**src/rtl/goldschmidt_control.sv**
```systemverilog
// Sequencing FSM for the Goldschmidt divider datapath: initial D/N scaling, then N-before-D refinement iterations.
// Optional abort input enabled by defining GOLDSCHMIDT_CONTROL_ABORT_EN.
module goldschmidt_control #(
  parameter int ITER_W = 3
) (
  input  logic              clk,
  input  logic              reset,
  input  logic              start,
`ifdef GOLDSCHMIDT_CONTROL_ABORT_EN
  input  logic              abort,
`endif
  input  logic [ITER_W-1:0] iters,
  output logic              kSelect,
  output logic [1:0]        ndSelect,
  output logic              nEnable,
  output logic              dEnable,
  output logic              busy,
  output logic              done,
  output logic [ITER_W-1:0] iter_count
);

  typedef enum logic [2:0] {
    IDLE   = 3'd0,
    INIT_D = 3'd1,
    INIT_N = 3'd2,
    ITER_N = 3'd3,
    ITER_D = 3'd4,
    DONE   = 3'd5
  } state_t;

  state_t            state;
  state_t            state_next;
  logic [ITER_W-1:0] iters_q;
  logic [ITER_W-1:0] count_q;
  logic [ITER_W:0]   count_inc;
  logic              more_iters;
  logic              in_busy_state;
  logic              abort_hit;

  // Compare one bit wider so iters of all-ones never wraps the comparison.
  assign count_inc  = {1'b0, count_q} + {{ITER_W{1'b0}}, 1'b1};
  assign more_iters = count_inc < {1'b0, iters_q};

  assign in_busy_state = (state == INIT_D) || (state == INIT_N) ||
                         (state == ITER_N) || (state == ITER_D);

`ifdef GOLDSCHMIDT_CONTROL_ABORT_EN
  assign abort_hit = abort && in_busy_state;
`else
  assign abort_hit = 1'b0;
`endif

  always_ff @(posedge clk or negedge reset) begin
    if (!reset) begin
      state   <= IDLE;
      iters_q <= '0;
      count_q <= '0;
    end else begin
      state <= state_next;
      if (state == IDLE && start) begin
        iters_q <= iters;
        count_q <= '0;
      end else if (state == ITER_D && !abort_hit) begin
        count_q <= count_q + {{(ITER_W-1){1'b0}}, 1'b1};
      end
    end
  end

  always_comb begin
    state_next = state;
    if (abort_hit) begin
      state_next = IDLE;
    end else begin
      case (state)
        IDLE:    if (start) state_next = INIT_D;
        INIT_D:  state_next = INIT_N;
        INIT_N:  state_next = (iters_q != '0) ? ITER_N : DONE;
        ITER_N:  state_next = ITER_D;
        ITER_D:  state_next = more_iters ? ITER_N : DONE;
        DONE:    state_next = IDLE;
        default: state_next = IDLE;
      endcase
    end
  end

  // Moore decode: N is always written before D so k tracks the current newD.
  always_comb begin
    kSelect  = 1'b0;
    ndSelect = 2'b00;
    nEnable  = 1'b0;
    dEnable  = 1'b0;
    busy     = in_busy_state;
    done     = 1'b0;
    case (state)
      INIT_D: begin
        ndSelect = 2'b00;
        dEnable  = 1'b1;
      end
      INIT_N: begin
        ndSelect = 2'b01;
        nEnable  = 1'b1;
      end
      ITER_N: begin
        kSelect  = 1'b1;
        ndSelect = 2'b11;
        nEnable  = 1'b1;
      end
      ITER_D: begin
        kSelect  = 1'b1;
        ndSelect = 2'b10;
        dEnable  = 1'b1;
      end
      DONE:    done = 1'b1;
      default: ;
    endcase
  end

  assign iter_count = count_q;

endmodule
```
**config.mk**
```make
export PLATFORM = sky130hd
export DESIGN_NAME = goldschmidt_control
export DESIGN_NICKNAME = d
export VERILOG_FILES = /design/src/rtl/goldschmidt_control.sv
export SDC_FILE = /design/constraint.sdc
export NUM_CORES = 1
export LEC_CHECK = 0
export ABC_AREA = 1
export ABC_CLOCK_PERIOD_IN_PS = 1600
export BUFFER_PORTS_ARGS = -buffer_cell sky130_fd_sc_hd__buf_2
export CORE_AREA = 2 2 46 48
export DETAILED_ROUTE_END_ITERATION = 6
export DIE_AREA = 0 0 48 50
export GPL_ROUTABILITY_DRIVEN = 0
export PLACE_DENSITY = 0.57
export SYNTH_ARGS = -nofsm -noshare
export SYNTH_HDL_FRONTEND = slang
export SYNTH_SLANG_ARGS = --single-unit
```
**constraint.sdc**
```tcl
create_clock -name clk -period 1.6 [get_ports clk]
set_input_delay 0.32 -clock clk [delete_from_list [all_inputs] [get_ports clk]]
set_output_delay 0.32 -clock clk [all_outputs]
set_load 0.03 [all_outputs]
```
==> reports/metrics.cfg <==
[pwr]
p_leak_uw=0.000465
peakVddDrop_v=0.000910
powerDensity_nw_per_um2=2150

[route]
vias_per_cell=4.13
drtIter0Drc=9
wl_um=1170
ant_nets=0
wire_per_inst_um=9.44
firstDrtPassIters=4
vias=512
drcViolationCount=0

[synth]
async_reset_ff_frac=1.00
yosys_warnings=0
mappedNetlistArea_sq_um=573
synth_cell_types=19
ys_seq_area_frac=0.393
synth_top_cell_by_area=dfrtp_1
ys.flop_type=dfrtp_1
yosys-top-cells-area=dfrtp_1 39%, nand2_1 16%, ha_1 6.6%, inv_1 5.2%, o21ai_0 4.4%
syn_nets=81
syn_inst=72
synth_edf_count=0
yosysTopAreaCellShare=0.393
synth_common_cells=24 x nand2_1, 9 x dfrtp_1, 8 x inv_1
avgSynthCellArea_sq_um=7.96
synth_most_common_cell=nand2_1
synth-seq-cells=9

[place]
hpwl_um=893
dp_slack_ps=153
numPortBuffers=15

[timing]
period_needed_ps=1520
timing.fmax_mhz=658
finalCritPeriodShare=0.950
hold_viol_final=0
layout_setup_ws_ps=80.5
tns_ps=0
relSlewSlack=0.854
worstMarginPinSlew_ps=219
clock-skew-final_ps=4.95
setup_viol=0
drv_slew=0
rsz0062_at_grt=false

[grt]
gr-usage-met2=0.171
grtUsageMet3=0.0440
gr-total-overflow=0
grt_pass1_wl_um=1890
use_met1=0.134
antenna_found_initial=0
grt-busiest-layer=met2
first_global_vias=464
grt_max_degree=10
grt.total_usage=0.111

[cells_and_area]
diodes=0
nNetsFinal=107
seqCellArea_sq_um=225
fillCellCount=197
multi_input_area_sq_um=302
drive_above_1_share=0.381
final_util=0.418
area_growth_pct=38.6

[setup_path]
rrSetupSlack_ps=210
critical_path_class=reg2out
worstPathRequired_ps=1280
r2r-start=iter_count[1]$_DFFE_PN0P_
critPathCaptureType=output port
cp_max_fo=3
start_kind=flip-flop
crit_start=state[0]$_DFFE_PN0P_
worst_ep_arrival_time_ps=1200

[run_status]
status=completed

[floorplanning]
pin_count=16
die_y_um=50
start_util=0.301
rows=16
dieArea_sq_um=2400
core-area_sq_um=1900
dieWidth_um=48

[min_path]
min_path_type=in2reg
min_from=iters[1]

[clocking]
cts_buffers=3
clockRootBuffer=clkbuf_4
cts_tree=done
clk_pin_slew_worst_paths_ps=70
clock_path_buffers=2
clock_latency_ps=270
cts_max_level=1
cts_sinks=9

[run]
max-cap-violations=0

## flip-flops by register name, summed over array words and instances (netlist names)
name,flops
iter_count,3
state,3
iters_q,3
## stage by stage
| stage | hold WS [ps] | total power [uW] | instances | area (sq um) |
|---|---|---|---|---|
| finish | 261 | 1710 | 124 | 795 |
| global route | 263 | 1850 | 124 | 795 |
| CTS | 257 | 1660 | 123 | 771 |
| detailed placement | 186 | 1350 | 114 | 686 |
| global placement | 187 | 1340 | 114 | 686 |
| floorplan | 24.4 | 1140 | 72 | 577 |
## layer usage
layer  up-vias  part of all wire
li1        270                 -
met1       224              0.45
met2        16              0.48
met3         2             0.059
met4         0             0.011
met5         -                 0
## placed cells by master (no fill, tap or decap)
master,count
xor2_1,1
clkinv_2,1
nand2_1,24
inv_1,8
nor2_4,2
nor2_8,1
nand2_4,2
o21ai_0,4
inv_2,2
nand3_1,4
a21oi_1,1
nor2_1,3
buf_4,8
inv_4,1
nand2_2,1
dfrtp_1,9
o21ai_4,1
a21boi_0,1
buf_6,3
ha_1,3
nor3_1,1
clkbuf_4,3
dlygate4sd3_1,1
o21ai_2,1
clkinv_4,1
buf_2,10
## critical path: stages (launching register included)
cell	delay, ps
dfrtp_1	360
inv_2	60
buf_4	150
nor3_1	180
buf_4	190
## final cells by class
cell class,instances,area share
Multi-Input combinational cell,50,0.380
Sequential cell,9,0.283
Timing Repair Buffer,22,0.194
Inverter,12,0.0661
Tap cell,27,0.0425
Clock buffer,3,0.0283
Clock inverter,1,0.00630
## what timing repair did
action,CTS,global route
endpoints found under the hold margin,9,0
hold buffers,1,0
endpoints found under the setup margin,4,4
resized for setup,6,4
pin swaps,1,2
buffers inserted,4,1
## where the power goes
part,total [uW],leakage [uW],internal (uW),switching (uW)
Sequential,376,0.000115,317,58.5
Combinational,1150,0.000332,442,705
Clock,182,0.0000177,92.5,89.8
Total,1710,0.000465,852,854
## kinds of logic after synthesis
group,share of synthesized area
AOI/OAI and AO/OA,0.0808
and+or+nand+nor,0.345
adders and majority gates,0.0655
buffers and inverters,0.100
xor gates and xnor gates,0.0153
DFF,0.393
## path summary, 6_finish.rpt
check,end,depth (start not counted)
min in group asynchronous,iter_count[2]$_DFFE_PN0P_,2
worst max-delay path,done,4
max in group asynchronous,iters_q[2]$_DFFE_PN0P_,2
worst max register to register,state[2]$_DFFE_PN0P_,8
worst min-delay path,iters_q[1]$_DFFE_PN0P_,3
worst min register to register,iter_count[1]$_DFFE_PN0P_,2
No activity file was read; power rests on OpenSTA's default activity.
